[src/rtl/mips_pkg.sv]
// ============================================================================
//  Module      : mips_pkg
//  Description : Shared PC-unit types and default vectors.
//  Revision    : 1.0 - initial release
// ============================================================================
`default_nettype none

package mips_pkg;

   typedef enum logic [0:0] {
      ST_RUN    = 1'b0,
      ST_HALTED = 1'b1
   } pc_state_e;

   localparam logic [31:0] C_EXC_VEC = 32'h8000_0180;
   localparam int unsigned C_STEP    = 4;

endpackage

`default_nettype wire

[src/rtl/pc_ras.sv]
// ============================================================================
//  Module      : pc_ras
//  Description : Circular return-address stack; pushing when full drops oldest.
//  Revision    : 1.0 - initial release
// ============================================================================
`default_nettype none

module pc_ras #(
   parameter int unsigned WIDTH     = 32,
   parameter int unsigned RAS_DEPTH = 4
) (
   input  logic             clock,
   input  logic             reset,
   input  logic             push,
   input  logic             pop,
   input  logic [WIDTH-1:0] data,
   output logic [WIDTH-1:0] top,
   output logic             empty
);

   localparam int unsigned C_PW = $clog2(RAS_DEPTH);
   localparam int unsigned C_CW = C_PW + 1;

   logic [WIDTH-1:0] r_mem [RAS_DEPTH];
   logic [C_PW-1:0]  r_ptr;
   logic [C_CW-1:0]  r_count;
   logic [C_PW-1:0]  w_top_idx;
   logic             w_do_pop;

   // r_ptr is the next free slot; the pointer wraps naturally at the depth.
   assign w_top_idx = r_ptr - C_PW'(1);
   assign top       = r_mem[w_top_idx];
   assign empty     = (r_count == '0);
   assign w_do_pop  = pop && !empty;

   always_ff @(posedge clock or posedge reset) begin
      if (reset) begin
         r_ptr   <= '0;
         r_count <= '0;
      end else if (push && w_do_pop) begin
         r_ptr   <= r_ptr;
      end else if (push) begin
         r_ptr <= r_ptr + C_PW'(1);
         if (r_count != C_CW'(RAS_DEPTH))
            r_count <= r_count + C_CW'(1);
      end else if (w_do_pop) begin
         r_ptr   <= r_ptr - C_PW'(1);
         r_count <= r_count - C_CW'(1);
      end
   end

   // Simultaneous push+pop replaces the top entry in place.
   always_ff @(posedge clock) begin
      if (push)
         r_mem[(push && w_do_pop) ? w_top_idx : r_ptr] <= data;
   end

endmodule

`default_nettype wire

[src/rtl/pc_unit.sv]
// ============================================================================
//  Module      : pc_unit
//  Description : Program counter with redirects, exception/eret and RAS.
//  Revision    : 1.0 - initial release
// ============================================================================
`default_nettype none

module pc_unit
   import mips_pkg::*;
#(
   parameter int unsigned      WIDTH     = 32,
   parameter logic [WIDTH-1:0] RESET_VEC = '0,
   parameter logic [WIDTH-1:0] EXC_VEC   = WIDTH'(C_EXC_VEC),
   parameter int unsigned      STEP      = C_STEP,
   parameter int unsigned      RAS_DEPTH = 4
) (
   input  logic             clock,
   input  logic             reset,
   input  logic             stall,
   input  logic             halt,
   input  logic             branch_taken,
   input  logic [WIDTH-1:0] branch_target,
   input  logic             jump,
   input  logic [WIDTH-1:0] jump_target,
   input  logic             call,
   input  logic             ret,
   input  logic [WIDTH-1:0] ret_target,
   input  logic             exception,
   input  logic             eret,
   output logic [WIDTH-1:0] pc_out,
   output logic [WIDTH-1:0] pc_next,
   output logic [WIDTH-1:0] epc_out,
   output logic             ras_empty,
   output logic             halted
);

   pc_state_e        r_state;
   logic [WIDTH-1:0] r_pc;
   logic [WIDTH-1:0] r_epc;
   logic             r_halted;
   logic [WIDTH-1:0] w_seq;
   logic [WIDTH-1:0] w_ras_top;
   logic             w_ras_empty;
   logic             w_accept;
   logic             w_push;
   logic             w_pop;

   assign w_seq    = r_pc + WIDTH'(STEP);
   assign w_accept = (r_state == ST_RUN) && !stall && !exception;
   // eret outranks call/ret, so the stack must stay untouched with it.
   assign w_push   = w_accept && !eret && call;
   assign w_pop    = w_accept && !eret && ret;

   always_comb begin
      pc_next = w_seq;
      if (exception)         pc_next = EXC_VEC;
      else if (eret)         pc_next = r_epc;
      else if (ret)          pc_next = w_ras_empty ? ret_target : w_ras_top;
      else if (jump)         pc_next = jump_target;
      else if (branch_taken) pc_next = branch_target;
   end

   always_ff @(posedge clock or posedge reset) begin
      if (reset) begin
         r_state  <= ST_RUN;
         r_pc     <= RESET_VEC;
         r_epc    <= '0;
         r_halted <= 1'b0;
      end else if (r_state == ST_RUN) begin
         if (exception) begin
            r_pc  <= pc_next;
            r_epc <= r_pc;
         end else if (!stall) begin
            r_pc <= pc_next;
            if (halt) begin
               r_state  <= ST_HALTED;
               r_halted <= 1'b1;
            end
         end
      end
   end

   pc_ras #(
      .WIDTH     (WIDTH),
      .RAS_DEPTH (RAS_DEPTH)
   ) u_ras (
      .clock (clock),
      .reset (reset),
      .push  (w_push),
      .pop   (w_pop),
      .data  (w_seq),
      .top   (w_ras_top),
      .empty (w_ras_empty)
   );

   assign pc_out    = r_pc;
   assign epc_out   = r_epc;
   assign ras_empty = w_ras_empty;
   assign halted    = r_halted;

endmodule

`default_nettype wire
[config.mk]
export PLATFORM = sky130hd
export DESIGN_NAME = pc_unit
export DESIGN_NICKNAME = d
export VERILOG_FILES = /design/src/rtl/mips_pkg.sv /design/src/rtl/pc_ras.sv /design/src/rtl/pc_unit.sv
export SDC_FILE = /design/constraint.sdc
export NUM_CORES = 1
export LEC_CHECK = 0
export ABC_AREA = 1
export CORE_MARGIN = 3
export CORE_UTILIZATION = 44
export DETAILED_ROUTE_END_ITERATION = 7
export GPL_TIMING_DRIVEN = 0
export PLACE_DENSITY = 0.65
export SETUP_SLACK_MARGIN = 0.05
export SLEW_MARGIN = 40
export SYNTH_ARGS = -nofsm -noshare
export SYNTH_HDL_FRONTEND = slang
export SYNTH_SLANG_ARGS = --single-unit
[constraint.sdc]
create_clock -name clock -period 4.2 [get_ports clock]
set_input_delay 0.84 -clock clock [delete_from_list [all_inputs] [get_ports clock]]
set_output_delay 0.84 -clock clock [all_outputs]
set_load 0.05 [all_outputs]
# ---- After elaboration in Yosys (flattened, before gate mapping)
# Memory sizes are Yosys's and may differ from the RTL's.
# Index checks and enable logic that the tools add are counted.
dict set report word_totals {
  ff_bits 71
  mem_bits_rw 128
  inputBits 106
  out_inout_bits 98
  word_cells 57
  mem_count 1
}
dict set report op_classes {
  addsub 5
  n_eq_ne 3
  mux 20
  bitwise 4
  reduce_logical 18
}
# name depth width rd rd_ports_with_merged_regs write_ports line
set memory_table {}
lappend memory_table {u_ras.r_mem 4 32 1 0 1 pc_ras.sv:24} ;# logic [WIDTH-1:0] r_mem [RAS_DEPTH];
# op n
set ops {}
lappend ops {{$mux W32} 8}
lappend ops {{$add A32 B3 Y32 const B} 1}
lappend ops {{$mux W3} 3}
lappend ops {{$logic_and A1 B1 Y1} 7}
lappend ops {{$mux W1} 6}
lappend ops {{$mux W2} 3}
lappend ops {{$reduce_and A2 Y1} 3}
lappend ops {{$logic_not A1 Y1} 4}
lappend ops {{$not A1 Y1} 4}
lappend ops {{$reduce_and A4 Y1} 1}
lappend ops {{$add A3 B1 Y3 const B} 1}
lappend ops {{$logic_not A3 Y1} 1}
lappend ops {{$ne A3 B3 Y1 const B} 1}
lappend ops {{$reduce_and A3 Y1} 1}
lappend ops {{$sub A3 B1 Y3 const B} 1}
lappend ops {{$add A2 B1 Y2 const B} 1}
lappend ops {{$ne A2 B1 Y1 const B} 1}
lappend ops {{$ne A2 B2 Y1 const B} 1}
lappend ops {{$reduce_bool A2 Y1} 1}
lappend ops {{$sub A2 B1 Y2 const B} 1}

# ---- Depth between registers and ports, before layout
dict set report depth {
  ltp_word 9
  depth_mapped 14
  ltp_nobuf 14
}

# ---- Hierarchy
# From an unflattened synthesis, not the netlist that was laid out.
dict set report hier_totals {
  hier_cells 1313
  hier_area_um2 10576.4
}
# module instances cells_each area_each_um2 seq_area_each_um2
set by_module_without_submodules {}
lappend by_module_without_submodules {pc_unit 1 881 5345.1 1651.6}
lappend by_module_without_submodules {pc_ras 1 432 5231.3 3968.8}

# ---- Worst setup path after synthesis
# Ideal clock, no wire load.
dict set report synth_timing {
  path_kind {input to register}
  start {input eret}
  end {memory u_ras.r_mem[1][0] (enable)}
  setup_ps 421
  arrival_time_ps 3639
  required_time_ps 3779
  setup_slack_ps 140
  stages 9
  n_path_buf 2
  cell_sequence {inv_1 -> clkbuf_1 -> clkbuf_1 -> nand3_1 -> nor3_1 -> ha_1 -> xnor2_1 -> or2_2 -> nor2_1}
}
dict set report synth_between {
  elab_chain_len 6
  word_cells_on_any_way 9
  classes_between {mux (3); reduce/logical (6)}
}
# item line
set synth_rtl {}
lappend synth_rtl {{start: declaration} pc_unit.sv:29} ;# input logic eret,
lappend synth_rtl {{$logic_not A1 Y1 (*)} {pc_unit.sv:51, pc_unit.sv:52}}
lappend synth_rtl {{$logic_and A1 B1 Y1 (*)} {pc_unit.sv:51, pc_unit.sv:52}}
lappend synth_rtl {{$logic_and A1 B1 Y1} pc_unit.sv:52} ;# assign w_pop = w_accept && !eret && ret;
lappend synth_rtl {{$logic_and A1 B1 Y1} pc_ras.sv:34} ;# assign w_do_pop = pop && !empty;
lappend synth_rtl {{$logic_and A1 B1 Y1} pc_ras.sv:55} ;# r_mem[(push && w_do_pop) ? w_top_idx : r_ptr] <= data;
lappend synth_rtl {{$mux W2} pc_ras.sv:55}
lappend synth_rtl {{end: declaration} pc_ras.sv:24}
# Mark *: on every way between the ends. The rest lies on a longest branch, timed or not.

# ---- Final worst setup path
dict set report layout_timing {
  start {input jump}
  end {output pc_next[0]}
}
dict set report layout_between {
  elab_chain_len 4
}
# item line
set layout_rtl {}
lappend layout_rtl {{start: declaration} pc_unit.sv:23} ;# input logic jump,
lappend layout_rtl {{$mux W32} pc_unit.sv:59} ;# else if (jump) pc_next = jump_target;
lappend layout_rtl {{$mux W32} pc_unit.sv:58} ;# else if (ret) pc_next = w_ras_empty ? ret_target : w_ras_top;
lappend layout_rtl {{$mux W32} pc_unit.sv:57} ;# else if (eret) pc_next = r_epc;
lappend layout_rtl {{$mux W32} pc_unit.sv:56} ;# if (exception) pc_next = EXC_VEC;
lappend layout_rtl {{end: declaration} pc_unit.sv:31} ;# output logic [WIDTH-1:0] pc_next,
# No other way between the ends.

==> metrics.txt <==
# TYPE chip_impl_metric gauge
chip_impl_info{name="critical_path.reg2reg.endpoint",value="u_ras.r_mem[1][4]"} 1
chip_impl_metric{name="power-per-cell-area",unit="nW/um^2"} 342.3
chip_impl_metric{name="synth_simple_gate_area_frac",unit=""} 0.2594
chip_impl_metric{name="irDropWorstVdd",unit="V"} 0.0002251
chip_impl_metric{name="max_freq",unit="MHz"} 245.8
chip_impl_metric{name="drive_above_1_share",unit=""} 0.1012
chip_impl_metric{name="period_minus_slack",unit="ps"} 4069
chip_impl_metric{name="layoutNonFillerInstCount",unit=""} 1842
chip_impl_info{name="worst_setup_path_startpoint",value="jump"} 1
chip_impl_metric{name="area.growth.synth_to_final",unit="%"} 30.71
chip_impl_metric{name="mappedNetlistNets",unit=""} 1387
chip_impl_metric{name="synth_fa_ha_area_frac",unit=""} 0.004229
chip_impl_metric{name="timing.reg2reg.setup_slack",unit="ps"} 1050
chip_impl_metric{name="timing.critical_path.buf_inv",unit=""} 4
chip_impl_metric{name="relSlewSlack",unit=""} 0.4843
chip_impl_metric{name="postSynthCellCount",unit=""} 1278
chip_impl_metric{name="max-cap-violations",unit=""} 0
chip_impl_metric{name="timing.hold.ws",unit="ps"} 508.3
chip_impl_metric{name="synthDominantCellAreaShare",unit=""} 0.3609
chip_impl_metric{name="antenna_found_initial",unit=""} 0
chip_impl_metric{name="postRouteAntennaNets",unit=""} 0
chip_impl_metric{name="core_area",unit="sq um"} 23610
chip_impl_metric{name="max_stage_delay",unit="ps"} 830
chip_impl_metric{name="crit_arrival",unit="ps"} 3230
chip_impl_metric{name="synth-compound-area-share",unit=""} 0.1289
chip_impl_metric{name="r2r.worst_path.cells",unit=""} 11
chip_impl_info{name="worst_setup_path_end_kind",value="output pin"} 1
chip_impl_metric{name="gpl.final_weighted_congestion",unit=""} 0.9379
chip_impl_info{name="cts_root_buf",value="sky130_fd_sc_hd__clkbuf_16"} 1
chip_impl_metric{name="synth.lib_cells_used.distinct",unit=""} 45
chip_impl_metric{name="timing.final.max_slew_violations",unit=""} 0
chip_impl_metric{name="clk_pin_slew",unit="ps"} 80
chip_impl_info{name="synth_flop_cell",value="sky130_fd_sc_hd__edfxtp_1"} 1
chip_impl_metric{name="tritoncts_num_sinks",unit=""} 199
chip_impl_metric{name="detailed_place_hpwl",unit="mm"} 31.33
chip_impl_metric{name="per_cell_via_count_in_the_routed_design",unit=""} 5.505
chip_impl_metric{name="yosys-mux-area-fraction",unit=""} 0.001057
chip_impl_metric{name="yosysSeqAreaShare",unit=""} 0.5277
chip_impl_metric{name="detail_route.first_pass.iterations",unit=""} 5
chip_impl_metric{name="detail_route.wl_per_cell",unit="um"} 22.48
chip_impl_info{name="grt_setup_unrepaired",value="false"} 1
chip_impl_metric{name="leakage",unit="nW"} 6.126
chip_impl_metric{name="detailroute.via_count",unit=""} 10140
chip_impl_metric{name="place.detailed.instances",unit=""} 1807
chip_impl_metric{name="timing_worst_slew_pin_value",unit="ps"} 773.6
chip_impl_info{name="crit_path_top_delay_cell",value="sky130_fd_sc_hd__clkdlybuf4s50_1"} 1
chip_impl_metric{name="synth-warning-count",unit=""} 0
chip_impl_metric{name="yosys_register_bits",unit=""} 199
chip_impl_info{name="clock_tree_from_tritoncts",value="yes"} 1
chip_impl_metric{name="finish.utilization",unit=""} 0.5896
chip_impl_metric{name="global_route.usage.total",unit=""} 0.3140
chip_impl_info{name="min_path_type",value="reg -> reg"} 1
chip_impl_metric{name="wl",unit="mm"} 41.41
chip_impl_metric{name="design.die.area",unit="sq um"} 26110
chip_impl_metric{name="die-width",unit="um"} 161.6
chip_impl_metric{name="crit_fanout",unit=""} 10
chip_impl_metric{name="synth.cell_area",unit="sq um"} 10650
chip_impl_metric{name="grt_first_pass_wirelength",unit="mm"} 60.64
chip_impl_info{name="synth.cells.most_frequent",value="375 x sky130_fd_sc_hd__nand2_1, 134 x sky130_fd_sc_hd__nor2_1, 128 x sky130_fd_sc_hd__edfxtp_1, 94 x sky130_fd_sc_hd__inv_1"} 1
chip_impl_metric{name="critical_path_required_time",unit="ps"} 3360
chip_impl_metric{name="first_global_vias",unit=""} 9688
chip_impl_metric{name="finalHoldViolations",unit=""} 0
chip_impl_info{name="ys_top_cells_by_area",value="sky130_fd_sc_hd__edfxtp_1 36%, sky130_fd_sc_hd__dfrtp_1 17%, sky130_fd_sc_hd__nand2_1 13%, sky130_fd_sc_hd__nor2_1 4.7%, sky130_fd_sc_hd__nand3_1 3.3%"} 1
chip_impl_metric{name="synth-edff-count",unit=""} 128
chip_impl_metric{name="drc",unit=""} 0
chip_impl_metric{name="synth_area_per_cell",unit="sq um"} 8.334
chip_impl_info{name="worstPathCellList",value="clkdlybuf4s50_1, inv_1, clkbuf_2, o21ai_0, o21ai_0, nor2_1, nor2_1, clkdlybuf4s50_1"} 1
chip_impl_info{name="cell_with_the_most_instances_after_synthesis",value="sky130_fd_sc_hd__nand2_1"} 1
chip_impl_metric{name="setup_viol",unit=""} 0
chip_impl_metric{name="finClkSkew",unit="ps"} 16.28
chip_impl_metric{name="post_synth_xor_area_fraction",unit=""} 0.01140
chip_impl_metric{name="floorplan.die.height",unit="um"} 161.6
chip_impl_info{name="family_with_the_most_delay_on_the_worst_path",value="buffers and inverters"} 1
chip_impl_metric{name="clkLatencyLatePin",unit="ps"} 450
chip_impl_info{name="hold_start",value="halted"} 1
chip_impl_metric{name="clock_tree.htree_level_count",unit=""} 4
chip_impl_metric{name="first_iter_violations",unit=""} 1165
chip_impl_metric{name="grt_start_max_net_pins",unit=""} 52
chip_impl_metric{name="nNetsFinal",unit=""} 1618
chip_impl_metric{name="total_overflow_reported_by_the_global_router",unit=""} 0
chip_impl_info{name="synth_largest_area_cell",value="sky130_fd_sc_hd__edfxtp_1"} 1
chip_impl_metric{name="port_buffers",unit=""} 201
chip_impl_metric{name="floorplan.initialDensity",unit=""} 0.4510
chip_impl_metric{name="setup_total_negative_slack",unit="ps"} 0
chip_impl_info{name="worst_setup_path_type",value="in -> out"} 1
chip_impl_info{name="r2r-start",value="u_ras.r_count[0]"} 1
chip_impl_info{name="cp-start-kind",value="primary input"} 1
chip_impl_metric{name="rows",unit=""} 56
chip_impl_metric{name="cts_max_path_buffers",unit=""} 2
chip_impl_metric{name="worst_hold_path.num_cells",unit=""} 1
chip_impl_info{name="whs_endpoint",value="halted"} 1
chip_impl_info{name="synth_top_family_by_area",value="simple AND/OR/NAND/NOR gates"} 1
chip_impl_metric{name="number_of_hold_buffers_added_after_cts",unit=""} 0
chip_impl_info{name="status",value="finished clean"} 1
chip_impl_metric{name="cts_made_buffers",unit=""} 17
chip_impl_metric{name="final.fill_count",unit=""} 2098
chip_impl_metric{name="ys_async_sr_fraction",unit=""} 0.3568
chip_impl_metric{name="final_min_period_over_clock_period",unit=""} 0.9687
chip_impl_metric{name="io_pins",unit=""} 204
==> through the flow <==
| step | worst slack [ps] | area (sq um) | total power [mW] |
|---|---|---|---|
| after floorplan | 139.8 | 10650 | 2.693 |
| after CTS | 51.36 | 13880 | 4.753 |
| after global routing | 53.62 | 13920 | 4.892 |
| after detailed placement | -755.6 | 13300 | 3.082 |
| final | 131.3 | 13920 | 4.765 |
| after global placement | -2485 | 13060 | 3.074 |
==> cell families (layout without fill, tap and decap cells) <==
family                     after synthesis  count (layout)
adders and majority gates                3               3
AOI/OAI and AO/OA                      237             237
other                                    0               1
buffers and inverters                  174             418
xor gates and xnor gates                13              13
DFF                                    199             199
muxes                                    1               1
and+or+nand+nor                        651             651
==> per-layer routing <==
layer / GRT usage / vias to the layer above / wire length [um]
li1: - / 4692 / -
met1: 0.4327 / 4872 / 17560
met2: 0.5175 / 505 / 19690
met3: 0.04719 / 71 / 3074
met4: 0.09308 / 0 / 1084
met5: 0 / - / 0
==> worst register-to-register path: cells and delay by family, from the launching register on <==
kind,cells,cell delay [ps]
flip-flops,1,420
AO/OA/AOI/OAI,1,590
AND/OR/NAND/NOR,4,550
buffers and inverters,5,1040
adder cells (fa/ha/maj),1,240
==> final cells by class <==
| type | instances | area, sq um | share of cell area |
|---|---|---|---|
| sequential | 199 | 5620 | 0.4037 |
| multi-input combinational | 905 | 4343 | 0.3120 |
| timing repair buffer | 212 | 2220 | 0.1594 |
| clock buffer | 17 | 425.4 | 0.03056 |
| inverter | 108 | 410.4 | 0.02948 |
| tap | 319 | 399.1 | 0.02867 |
| buffer | 66 | 321.6 | 0.02310 |
| clock inverter | 15 | 178.9 | 0.01285 |
| antenna | 1 | 2.502 | 0.0001798 |
==> registers in the layout, indices dropped and copies added (netlist names) <==
name	count
epc_out	32
halted	1
pc_out	32
r_state	1
u_ras.r_count	3
u_ras.r_mem	128
u_ras.r_ptr	2
==> placed cells by master, fill, tap and decap left out, types with 19 or more instances in the layout <==
master / n
sky130_fd_sc_hd__o21ai_1: 34
sky130_fd_sc_hd__a21oi_1: 67
sky130_fd_sc_hd__nand3_1: 71
sky130_fd_sc_hd__edfxtp_1: 128
sky130_fd_sc_hd__clkdlybuf4s50_1: 171
sky130_fd_sc_hd__o21ai_0: 60
sky130_fd_sc_hd__nand2_1: 375
sky130_fd_sc_hd__inv_1: 93
sky130_fd_sc_hd__dfrtp_1: 71
sky130_fd_sc_hd__buf_2: 24
sky130_fd_sc_hd__clkbuf_1: 23
sky130_fd_sc_hd__o211ai_1: 19
sky130_fd_sc_hd__nor2_1: 130
==> timing repair <==
action,in CTS,in global routing
resized for setup,22,29
buffers inserted,0,2
endpoints found under the setup margin,92,36
pin swaps,0,1
==> where the power goes <==
group	switching, mW	internal (mW)
logic	0.565	0.290
registers	0.0650	2.13
clock network	0.859	0.857
total	1.49	3.28
==> worst max-delay path by stage <==
stage,depth (start not counted),slack [ps],to
finish,8,130,pc_next[0]
global route,9,50,pc_next[23]
CTS,10,50,pc_next[21]
detailed placement,13,-760,u_ras.r_mem[1][1]
global placement,10,-2480,u_ras.r_mem[1][3]
floorplan,9,140,u_ras.r_mem[1][0]
Power figures use the tool's default switching activity.
